[src/rtl/uart_pkg.sv]
// Constants and types shared by the UART receive path (baud generator, receiver, rx FIFO).
package uart_pkg;
  localparam int UART_DATA_W = 8;
  localparam logic [10:0] DVSR_9600_100MHZ = 11'd651;
  typedef logic [UART_DATA_W-1:0] uart_byte_t;
endpackage

[src/rtl/fifo_ctrl.sv]
// Pointer, occupancy and overflow bookkeeping for the uart_rx FIFO.
// Flags depend only on the registered count, never directly on wr or rd.
module fifo_ctrl #(
  parameter int ADDR_W = 4
) (
  input  logic              clk,
  input  logic              reset,
  input  logic              wr,
  input  logic              rd,
  input  logic              clr_overflow,
  output logic [ADDR_W-1:0] w_addr,
  output logic [ADDR_W-1:0] r_addr,
  output logic              w_en,
  output logic              empty,
  output logic              full,
  output logic [ADDR_W:0]   count,
  output logic              overflow
);
  localparam logic [ADDR_W:0] DEPTH = (ADDR_W+1)'(2**ADDR_W);

  logic do_wr;
  logic do_rd;

  assign empty = (count == '0);
  assign full  = (count == DEPTH);
  assign do_rd = rd & ~empty;
  // A pop in the same cycle frees the slot, so a write while full still lands.
  assign do_wr = wr & (~full | rd);
  assign w_en  = do_wr & ~reset;

  always_ff @(posedge clk) begin
    if (reset) begin
      w_addr   <= '0;
      r_addr   <= '0;
      count    <= '0;
      overflow <= 1'b0;
    end else begin
      if (do_wr) w_addr <= w_addr + 1'b1;
      if (do_rd) r_addr <= r_addr + 1'b1;
      if (do_wr && !do_rd)
        count <= count + 1'b1;
      else if (do_rd && !do_wr)
        count <= count - 1'b1;
      // A dropped write takes priority over a clear in the same cycle.
      if (wr && full && !rd)
        overflow <= 1'b1;
      else if (clr_overflow)
        overflow <= 1'b0;
    end
  end
endmodule

[src/rtl/uart_rx_fifo.sv]
// First-word-fall-through byte buffer behind uart_rx; r_data shows the head entry
// combinationally whenever empty is low.
module uart_rx_fifo
  import uart_pkg::*;
#(
  parameter int DATA_W = UART_DATA_W,
  parameter int ADDR_W = 4
) (
  input  logic              clk,
  input  logic              reset,
  input  logic              wr,
  input  logic [DATA_W-1:0] w_data,
  input  logic              rd,
  output logic [DATA_W-1:0] r_data,
  output logic              empty,
  output logic              full,
  output logic [ADDR_W:0]   count,
  output logic              overflow,
  input  logic              clr_overflow
);
  logic [DATA_W-1:0] mem [2**ADDR_W];
  logic [ADDR_W-1:0] w_addr;
  logic [ADDR_W-1:0] r_addr;
  logic              w_en;

  fifo_ctrl #(.ADDR_W(ADDR_W)) u_ctrl (
    .clk          (clk),
    .reset        (reset),
    .wr           (wr),
    .rd           (rd),
    .clr_overflow (clr_overflow),
    .w_addr       (w_addr),
    .r_addr       (r_addr),
    .w_en         (w_en),
    .empty        (empty),
    .full         (full),
    .count        (count),
    .overflow     (overflow)
  );

  always_ff @(posedge clk) begin
    if (w_en) mem[w_addr] <= w_data;
  end

  assign r_data = mem[r_addr];
endmodule

[config.mk]
export PLATFORM = sky130hd
export DESIGN_NAME = uart_rx_fifo
export DESIGN_NICKNAME = d
export VERILOG_FILES = /design/src/rtl/uart_pkg.sv /design/src/rtl/fifo_ctrl.sv /design/src/rtl/uart_rx_fifo.sv
export SDC_FILE = /design/constraint.sdc
export NUM_CORES = 1
export LEC_CHECK = 0
export CELL_PAD_IN_SITES_DETAIL_PLACEMENT = 1
export CELL_PAD_IN_SITES_GLOBAL_PLACEMENT = 2
export CORE_UTILIZATION = 49
export DETAILED_ROUTE_END_ITERATION = 8
export PLACE_DENSITY_LB_ADDON = 0.2
export SYNTH_ARGS = -nofsm -noshare
export SYNTH_HDL_FRONTEND = slang
export SYNTH_SLANG_ARGS = --single-unit
export TNS_END_PERCENT = 100
[constraint.sdc]
create_clock -name clk -period 6.6 [get_ports clk]
set_input_delay 0.99 -clock clk [delete_from_list [all_inputs] [get_ports clk]]
set_output_delay 0.99 -clock clk [all_outputs]
set_load 0.1 [all_outputs]
==> flow_summary_export.csv, run 1 <==
group,metric,value,unit
routing,post-route-drc-count,0,
global_routing,grt_start_max_net_pins,33,
run,max-cap-violations,0,
floorplan,die_x,111,um
routing,wl_per_cell,24.9,um
floorplan,fp.dieH,111,um
yosys,synthesis.area,0.00580,mm^2
clock_network,cts_resized,0,
sta,hold_violations,0,
global_routing,track_usage,22.0,%
clock_network,cts_hold_repair.buffers,0,
floorplan,die_area,0.0123,mm^2
power,leakagePower,0.00220,uW
critical_path,crit_buf_inv,2,
yosys,ys_top_cells_by_area,"edfxtp_1, mux4_2, dfxtp_1",
sta,slew_violations,0,
finish,syn_to_final_growth,17.3,%
finish,diodes,0,
floorplan,core,0.0115,mm^2
critical_path,cp.required,5610,ps
min_path,hp-class,"flop to flop",
yosys,syn_area_per_cell,18.3,um^2
yosys,synthArstFlopShare,0,%
place,post-dp-hpwl,7.68,mm
critical_path,cp_slowest_cell,"clkdlybuf4s50_1",
routing,via_count,2962,
clock_network,clk_pin_slew,60,ps
clock_network,cts_tree,"yes",
clock_network,h-tree-depth,4,
sta,finClkSkew,6.19,ps
finish,drive_gt1_share,19.8,%
finish,final_nets,374,
critical_path,crit_fanout,32,
yosys,ys_seq_elements,146,
status,status,"complete, no violations",
power,irDropWorstVdd,0.000340,V
yosys,syn_nets,339,
sta,max_freq,236,MHz
clock_network,cts_root_buf,"clkbuf_16",
critical_path,max_stage_delay,980,ps
power,p_sw_share,33.1,%
floorplan,initial_core_util,50.6,%
global_routing,antenna_found_initial,0,
power,pwr-share-seq,37.1,%
sta,rsz0062_at_grt,"no",
critical_path,crit_type,"flop to output pin",
critical_path,crit_chain,"buf_4, mux4_2, a22oi_1, nand2_1, clkdlybuf4s50_1",
power,p_per_area,422,mW/mm^2
routing,drt_iter0_markers,235,
sta,slew_headroom,25.6,%
global_routing,grt_pass1_vias,3274,
power,comb_power_share,29.5,%
place,place_area,0.00621,mm^2
yosys,yosys_warnings,0,
routing,viasPerCell,5.84,
sta,worst_pin_slew,1110,ps
routing,dr.pass1.iters,4,
yosys,synth-edff-count,128,
global_routing,grt_first_pass_wirelength,19.3,mm
sta,setup_viol,0,
yosys,synth.distinct_cells,37,
critical_path,start_kind,"flop",
clock_network,insertion_delay,410,ps
yosys,yosysTopAreaCellShare,66.3,%
clock_network,cts_buffer_depth,2,
critical_path,worst_path_dominant_cell_family,"buffers and inverters",
clock_network,post-cts-setup-buffer-count,0,
sta,min_period,4240,ps
power,power.switching,951,uW
clock_network,cts-buffers-inserted,17,
floorplan,rows,39,
place,io_buffers,28,
finish,finalInstanceArea,0.00680,mm^2
sta,hold_ws,519,ps
yosys,synthFlopType,"edfxtp_1",
critical_path,cp-end-kind,"output pin",
power,p_clk_share,33.4,%
routing,wl,12.6,mm
place,place.gp.congestion,0.758,
clock_network,clkSinkCount,146,
yosys,yosysSeqAreaShare,72.5,%
critical_path,arrival,3250,ps
global_routing,grt.overflow.total,0,
yosys,synth_top_area_cell,"edfxtp_1",
power,internal_power,1920,uW
routing,antenna_left,0,
sta,finalCritPeriodShare,64.3,%
sta,fin_tns_setup,0,ps
floorplan,ioPinCount,29,
yosys,netlist_instances,316,
## flip-flops by register name, indices dropped and copies added (netlist names), named ones only
register / count
u_ctrl.overflow: 1
u_ctrl.count: 5
u_ctrl.w_addr: 4
mem: 128
u_ctrl.r_addr: 4
## Yosys cell counts, types with 2 or more instances
library cell and n:
edfxtp_1 128, nor2_1 36, mux4_2 32, dfxtp_1 18, a22oi_1 16, nand2_1 12, ha_1 9, clkbuf_1 8
nand3_1 6, a21oi_1 5, inv_1 5, xor2_1 5, nor2b_1 4, buf_2 3, or3_1 3, buf_1 2
mux2i_1 2, o211ai_1 2, xnor2_1 2
## worst paths after layout
| check | startpoint | end | slack (ps) | cells past startpoint |
|---|---|---|---|---|
| setup / recovery | flop | r_data[5] | 2360 | 5 |
| hold / removal | u_ctrl.w_addr[1] | u_ctrl.w_addr[1] | 520 | 2 |
| setup reg to reg | u_ctrl.count[0] | u_ctrl.count[4] | 3540 | 10 |
| hold reg to reg | u_ctrl.w_addr[1] | u_ctrl.w_addr[1] | 520 | 2 |
## cell type report
type                            count  area [um^2]
Inverter                            5         18.8
Clock inverter                     15          168
Clock buffer                       17          425
Timing Repair Buffer               30          295
Tap cell                          143          179
Multi-Input combinational cell    151         1510
Fill cell                         992         4670
Sequential cell                   146         4210
## tightest hold or removal path: stages, from the launching register on
cell	delay, ps
dfxtp_1	350
nand2_1	70
a21oi_1	60
## per-layer routing
| layer | vias to the layer above | track usage [%] | part of all wire (%) |
|---|---|---|---|
| li1 | 1323 | - | - |
| met3 | 16 | 5.08 | 4.4 |
| met1 | 1547 | 28.7 | 43 |
| met2 | 76 | 36.0 | 51 |
| met5 | - | 0 | 0 |
| met4 | 0 | 8.44 | 1.6 |
## per-stage QoR
stage	util [%]	instances	power (uW)	worst slack (ps)
final	59.3	507	2870	2360
after global routing	59.3	507	2970	2160
after CTS	59.3	507	2890	2270
after detailed placement	54.1	475	1940	2710
after global placement	54.1	475	1930	2760
after floorplan	-	316	1760	2860
## logic make-up after synthesis
logic type | count (synthesis) | share of synthesized area [%]
xor+xnor | 7 | 1.06
buf+inv | 19 | 1.42
simple gates | 69 | 5.37
compound gates | 29 | 4.10
fa+ha+maj | 10 | 2.29
flops | 146 | 72.5
mux | 36 | 13.2
## power by group through the flow
stage               Combinational [uW]  Clock, uW  Sequential [uW]
finish                             846        960             1060
global route                       898       1000             1070
CTS                                856        968             1070
detailed placement                 854          0             1080
global placement                   844          0             1080
floorplan                          607          0             1150
## cell usage in the layout (no fill, tap or decap), drive strengths merged, types with 2 or more instances in the layout
| master | synthesis | routed |
|---|---|---|
| xor2 | 5 | 5 |
| buf | 6 | 2 |
| o211ai | 2 | 2 |
| mux2 | 2 | 2 |
| ha | 9 | 9 |
| clkbuf | 8 | 17 |
| or3 | 3 | 3 |
| nand3 | 6 | 6 |
| a21oi | 5 | 5 |
| clkinv | 0 | 7 |
| bufinv | 0 | 3 |
| nor2 | 37 | 37 |
| a22oi | 16 | 16 |
| clkdlybuf4s50 | 0 | 28 |
| nor2b | 4 | 4 |
| clkinvlp | 0 | 5 |
| nand2 | 12 | 12 |
| mux2i | 2 | 2 |
| edfxtp | 128 | 128 |
| xnor2 | 2 | 2 |
| inv | 5 | 5 |
| mux4 | 32 | 32 |
| dfxtp | 18 | 18 |
(Power assumes the default switching activity.)
==> run 2, diff against run 1 <==
CORE_UTILIZATION = 41   (was 49)
clock period = 3.83 ns   (was 6.6 ns; I/O delays follow)
==> run 2 against run 1 <==
Net effect: clock skew grew 3.0 ps; wire length shrank 4.1%; critical endpoint is now r_data[2]; sequential share of layout area fell by 1.1 points; largest power group unchanged; register-to-register slack got worse by 2700 ps; non-clock buffer count up 15; via count rose by 2.2%; utilization decreased by 9.2 points; final cell count rose by 10%; clock power is 68% higher; sequential power rose by 77%; sequential cell count is the same.
==> flow_summary_export.csv, run 2 (same netlist as run 1, synthesis figures left out) <==
group,metric,value,unit
routing,via_count,3028,
power,p_per_area,709,mW/mm^2
floorplan,initial_core_util,41.9,%
floorplan,die_area,0.0146,mm^2
place,io_buffers,28,
status,status,"complete, no violations",
global_routing,track_usage,18.5,%
finish,final_cell_mix,"edfxtp_1, nor2_1, mux4_2",
global_routing,grt_start_max_net_pins,33,
sta,min_period,3140,ps
finish,drive_gt1_share,24.8,%
sta,worst_pin_slew,985,ps
sta,max_freq,319,MHz
critical_path,cp.required,3260,ps
sta,slew_headroom,34.1,%
place,post-dp-hpwl,7.67,mm
routing,dr.pass1.iters,4,
clock_network,cts_hold_repair.buffers,0,
clock_network,cts_root_buf,"clkbuf_16",
sta,finalCritPeriodShare,81.9,%
sta,slew_violations,0,
routing,wl,12.1,mm
global_routing,antenna_found_initial,0,
routing,wl_per_cell,21.6,um
power,leakagePower,0.00231,uW
floorplan,core,0.0138,mm^2
sta,hold_violations,0,
global_routing,grt.overflow.total,0,
finish,post-route-util,50.1,%
sta,setup_viol,0,
finish,diodes,0,
floorplan,rows,43,
global_routing,grt_first_pass_wirelength,18.8,mm
critical_path,cp-end-kind,"output pin",
floorplan,ioPinCount,29,
clock_network,cts_tree,"yes",
min_path,hp-class,"flop to flop",
sta,fin_tns_setup,0,ps
floorplan,die_x,121,um
critical_path,arrival,2560,ps
clock_network,cts_resized,0,
clock_network,insertion_delay,420,ps
finish,largest_reg_flops,128,
critical_path,start_kind,"flop",
clock_network,clk_pin_slew,60,ps
finish,syn_to_final_growth,19.6,%
clock_network,cts-buffers-inserted,17,
routing,antenna_left,0,
power,irDropWorstVdd,0.000391,V
finish,top_regs,"mem (128), u_ctrl.count (5)",
clock_network,post-cts-setup-buffer-count,0,
routing,viasPerCell,5.42,
clock_network,clkSinkCount,146,
finish,mostFrequentLayoutCell,"edfxtp_1",
clock_network,cts_buffer_depth,2,
floorplan,fp.dieH,121,um
routing,post-route-drc-count,0,
place,place.gp.congestion,0.674,
clock_network,h-tree-depth,4,
run,max-cap-violations,0,
sta,rsz0062_at_grt,"no",
finish,top_register,"mem",
critical_path,crit_fanout,18,
finish,final_nets,389,
routing,drt_iter0_markers,175,
sta,finClkSkew,9.18,ps
global_routing,grt_pass1_vias,3242,
critical_path,crit_type,"flop to output pin",
-- run 2: changes by cell type in the layout (fill, tap and decap cells not counted), sizes merged --
cell           previous run  this run
clkbuf                   17        19
clkinvlp                  5         1
clkinv                    7         9
buf                       2        27
clkdlybuf4s50            28        18
-- run 2: final cells by class --
type | instances | area (um^2)
fillers | 1265 | 6900
flip-flops and latches | 146 | 4210
multi-input cells | 151 | 1510
clock buffers | 19 | 433
repair buffers | 45 | 395
well taps | 180 | 225
clock inverters | 13 | 143
inverters | 5 | 18.8
-- run 2: power breakdown --
group,internal [uW],switching [uW]
clock,1010,603
sequential,1790,94.3
combinational,503,915
total,3300,1610
-- run 2: metrics by stage --
stage / power, uW / setup WS [ps] / cell area, um^2 / hold WS [ps] / std cells
2_1_floorplan: 3030 / 509 / 5800 / 482 / 316
3_3_place_gp: 3340 / 624 / 6350 / 518 / 527
3_5_place_dp: 3350 / 558 / 6350 / 530 / 527
4_1_cts: 4980 / 596 / 6930 / 538 / 559
5_1_grt: 5110 / 487 / 6930 / 571 / 559
6_report: 4910 / 694 / 6930 / 529 / 559
-- run 2: worst max-delay path: stages, from the launching register on --
cell	delay (ps)
dfxtp_2	700
buf_12	270
mux4_2	520
a22oi_1	300
nand2_1	90
buf_4	240
-- run 2: worst paths after layout --
kind	startpoint	to	slack [ps]	cells past startpoint
worst max-delay path	flop	r_data[2]	690	5
worst min-delay path	u_ctrl.w_addr[1]	u_ctrl.w_addr[1]	530	2
worst max register to register	u_ctrl.count[0]	u_ctrl.count[4]	880	10
worst min register to register	u_ctrl.w_addr[1]	u_ctrl.w_addr[1]	530	2
-- run 2: metal layers --
metal / vias to the layer above / routed length, um / share of wire [%] / global-route usage [%]
met5: - / 0 / 0 / 0
met3: 18 / 654 / 5.4 / 5.87
met2: 76 / 6140 / 51 / 30.7
li1: 1352 / - / - / -
met4: 0 / 297 / 2.5 / 8.56
met1: 1582 / 4990 / 41 / 21.8
==> variant 1, RTL diff (config.mk and constraints of run 2) <==
`ADDR_W` is set to 4 in 2 places; all go to 2.
--- a/src/rtl/fifo_ctrl.sv
+++ b/src/rtl/fifo_ctrl.sv
@@ -2,5 +2,5 @@
 // Flags depend only on the registered count, never directly on wr or rd.
 module fifo_ctrl #(
-  parameter int ADDR_W = 4
+  parameter int ADDR_W = 2
 ) (
   input  logic              clk,
--- a/src/rtl/uart_rx_fifo.sv
+++ b/src/rtl/uart_rx_fifo.sv
@@ -5,5 +5,5 @@
 #(
   parameter int DATA_W = UART_DATA_W,
-  parameter int ADDR_W = 4
+  parameter int ADDR_W = 2
 ) (
   input  logic              clk,
Interface: changed (resized count); port bits go from 29 to 27. The function was not compared with the original's and may differ.
==> variant 1 against run 2 <==
Sequential share of layout area down 5.4 points; area after synthesis down 71%; synthesized cell count down 70%; core utilization grew 5.2 points; cell area shrank 70%; sequential cell count is 104 lower; clock power down 83%; largest cell class unchanged; power down 66%; worst setup slack better by 0.047 ns; routed wire length decreased by 75%; highest routed layer unchanged.
==> variant 1: results (changes against run 2) <==
Run status
  – Status: finished, final reports clean

Worst setup path
  – End of the critical path: r_data[5]
  – Crit-path max FO: 8 (-10)
  – Slowest stage delay, CP: 0.98 ns (+0.28 ns)
  – Worst r2r dst: u_ctrl.count[2]
  – FF-to-FF setup slack: 1.52 ns (+0.64 ns)
  – Crit-path slowest cell: clkdlybuf4s50_1
  – Critical Path AT: 2.51 ns (-0.05 ns)

CTS
  – TritonCTS Buffers: 5 (-12)
  – Root buffer cell: clkbuf_8
  – H-tree depth: 2 (-2)
  – Worst skew pair latency: 0.29 ns (-0.13 ns)

Pwr
  – Leak: 0.720 nW (-69%)
  – Comb pwr: 0.778 mW (-45%)
  – VDD IR max: 0.000703 V (+80%)
  – Fraction of power spent switching nets: 46.0% (+13 points)
  – Seq pwr share: 36.9% (-1.4 points)

Global routing
  – Met3 usage: 4.83% (-1.0 points)
  – Maximum number of pins on one net before global-route repair: 16 (-52%)
  – Vias in the first global route: 982 (-70%)
  – Met2 Use GR: 27.8% (-2.9 points)
  – First-pass GRT wire length: 4830 microns (-74%)
  – Met1 usage: 17.8% (-4.0 points)
  – GRT Overall Usage: 16.1% (-2.4 points)

STA
  – Worst-Margin Slew: 0.978 ns (-0.00684 ns)
  – Layout Skew: 0.00348 ns (-0.00570 ns)

Drt
  – DR vias/cell: 5.03 (-7.2%)
  – Met1 wire length: 1250 microns (-75%)
  – WL per Instance: 16.6 microns (-23%)
  – Initial DRC count: 46 (-74%)
  – Routed via count: 895 (-70%)
  – Met2 routed WL: 1510 microns (-75%)

Yosys
  – Post-synth EDFFs: 32 (-75%)
  – Compound-Gate Fraction of Synth Area: 1.86% (-2.2 points)
  – Largest cells by area after synthesis: edfxtp_1 57%, dfxtp_1 12%, mux4_2 11%
  – Post-Synthesis Net Count: 114 (-66%)
  – Distinct cells, synth: 25 (-32%)
  – Xor/xnor share of the synthesized area: 2.09% (+1.0 points)
  – Post-synthesis mux area share: 12.8% (-0.41 points)
  – Sequential fraction of the synthesis area: 69.2% (-3.4 points)

Cells and area
  – Top flop regs: mem x32, u_ctrl.count x3
  – Nets: 148 (-62%)
  – Share of cells above drive strength 1: 16.9% (-7.9 points)

Placement
  – Routability cong.: 0.682 (+1.2%)
  – Placed Cells: 170 (-68%)
[variant 1: cell types whose count changed after synthesis, moves of 7 or more]
cell	run 2	this run
mux4_2	32	8
edfxtp_1	128	32
nand2_1	12	0
dfxtp_1	18	10
nor2_1	36	8
clkbuf_1	8	1
a22oi_1	16	0
[variant 1: cell type report]
type / instances / area [sq um]
multi-input combinational: 46 / 495
timing repair buffer: 30 / 290
fill: 368 / 1700
inverter: 4 / 15.0
tap: 48 / 60.1
sequential: 42 / 1160
clock buffer: 8 / 80.1
[variant 1: per-stage QoR]
step	instance area, sq um	setup slack, ns	utilization [%]	power [mW]
after floorplan	1680	0.312	-	1.22
after global placement	2020	1.01	53.2	1.38
after detailed placement	2020	1.01	53.2	1.40
after CTS	2100	0.689	55.3	1.67
after global routing	2100	0.610	55.3	1.72
final	2100	0.741	55.3	1.66
[variant 1: critical path: cells and delay by family (launching register included)]
kind / cells / cell delay, ns
muxes: 1 / 0.57
buffers and inverters: 1 / 0.98
DFF: 1 / 0.67
==> variant 2, RTL diff (settings of run 2) <==
Made on the original files. Make the reset (`reset`) asynchronous in one clocked block.
--- a/src/rtl/fifo_ctrl.sv
+++ b/src/rtl/fifo_ctrl.sv
@@ -29,5 +29,5 @@
   assign w_en  = do_wr & ~reset;
 
-  always_ff @(posedge clk) begin
+  always_ff @(posedge clk or posedge reset) begin
     if (reset) begin
       w_addr   <= '0;
Check against the original RTL: differs if reset is asserted again (counterexample within 4 cycles, from zero or initial values and one cycle with reset high); with reset held inactive, the same outputs for 10 cycles.
==> variant 2 against run 2 <==
Area after synthesis is 0.43% higher; non-clock buffer count down 1; routed wire length grew 3.1%; sequential cell count down 4; worst setup slack lost 0.037 ns; cell area decreased by 1.6%; power increased by 19%; synthesized cell count up 4.1%; die area up 0.42%; count of clock-buffer cells in the layout down 1; largest power group is now combinational logic.
==> variant 2: results (changes against run 2) <==
Run status
  – Status: finished, final reports clean

Drt
  – DR vias/cell: 5.32 (-1.8%)
  – WL per Instance: 21.9 microns (+1.1%)
  – Initial DRC count: 155 (-11%)

Global routing
  – GRT Overall Usage: 19.1% (+0.63 points)
  – Vias in the first global route: 3,204 (-1.2%)
  – First-pass GRT wire length: 19,500 microns (+3.2%)
  – Maximum number of pins on one net before global-route repair: 20 (-39%)

Yosys
  – Largest cells by area after synthesis: edfxtp_1 66%, mux4_2 6.2%, dfrtp_1 6.0%
  – Post-Synthesis Net Count: 352 (+3.8%)
  – Distinct cells, synth: 36 (-2.7%)
  – Top cells by count, synth: 128 x edfxtp_1, 33 x mux2i_1, 20 x nand2_1, 20 x nor2_1, 16 x mux4_2
  – Async set-reset flop share out of synthesis: 9.86% (+9.9 points)

Worst setup path
  – Crit-path max FO: 19 (+1)
  – Crit-path slowest cell: dfrtp_2
  – End of the critical path: r_data[4]
  – Slowest stage delay, CP: 0.77 ns (+0.07 ns)
  – Critical Path AT: 2.60 ns (+0.04 ns)

Pwr
  – Leak: 2.40 nW (+4.1%)
  – VDD IR max: 0.000595 V (+52%)
  – P_int: 3.41 mW (+3.2%)

Placement
  – Routability cong.: 0.751 (+11%)
  – Placed wire-length estimate: 7990 microns (+4.1%)

STA
  – Layout Skew: 0.00542 ns (-0.00376 ns)
  – Worst-Margin Slew: 0.980 ns (-0.00490 ns)

Cells and area
  – Nets: 400 (+2.8%)
==> variant 2: worst min-delay path: stages (launching register included) <==
cell and delay, ns:
dfrtp_1 0.38, nand2_1 0.06, nand2_1 0.06
==> variant 2: layer usage <==
metal / routed length, microns / track usage (%)
met3: 342 / 4.51
met4: 212 / 8.18
met2: 5940 / 29.3
met5: 0 / 0
met1: 5960 / 26.1
==> variant 2: cell families (layout without fill, tap and decap cells) <==
family,Yosys count,in the layout,share of synthesized area [%]
flops,142,142,72.0
mux,50,50,12.1
simple gates,50,50,3.78
compound gates,42,42,5.52
buf+inv,25,86,2.82
fa+ha+maj,10,10,2.28
xor+xnor,10,10,1.50
==> variant 2: worst min-delay path by stage <==
stage | cells after the start | to | start
final | 2 | u_ctrl.r_addr[1] | u_ctrl.r_addr[1]
after global routing | 2 | u_ctrl.r_addr[1] | u_ctrl.r_addr[1]
after global placement | 2 | u_ctrl.r_addr[1] | u_ctrl.r_addr[1]
after CTS | 2 | u_ctrl.r_addr[1] | u_ctrl.r_addr[1]
after detailed placement | 2 | u_ctrl.r_addr[1] | u_ctrl.r_addr[1]
after floorplan | 1 | u_ctrl.count[0] | reset
==> variant 2: power groups by stage <==
| stage | sequential (mW) | combinational [mW] | clock (mW) |
|---|---|---|---|
| after floorplan | 2.15 | 1.79 | 0 |
| after CTS | 2.05 | 2.43 | 1.45 |
| after global routing | 2.07 | 2.55 | 1.50 |
| final | 2.04 | 2.40 | 1.42 |
| after detailed placement | 2.08 | 2.41 | 0 |
| after global placement | 2.07 | 2.40 | 0 |
==> variant 2: through the flow <==
step	hold slack (ns)	std cells	setup slack, ns	util (%)	instance area [sq um]
2_1_floorplan	0.480	329	0.536	-	5820
3_3_place_gp	0.506	538	0.777	45.5	6310
3_5_place_dp	0.526	538	0.648	45.5	6310
4_1_cts	0.539	570	0.544	49.1	6820
5_1_grt	0.585	570	0.443	49.1	6820
6_report	0.533	570	0.658	49.1	6820
==> variant 2: final cells by class <==
class | instances | area (sq um)
fill | 1322 | 7060
sequential | 142 | 4200
multi-input combinational | 162 | 1460
clock buffer | 18 | 429
timing repair buffer | 44 | 388
tap | 180 | 225
clock inverter | 14 | 78.8
inverter | 10 | 37.5
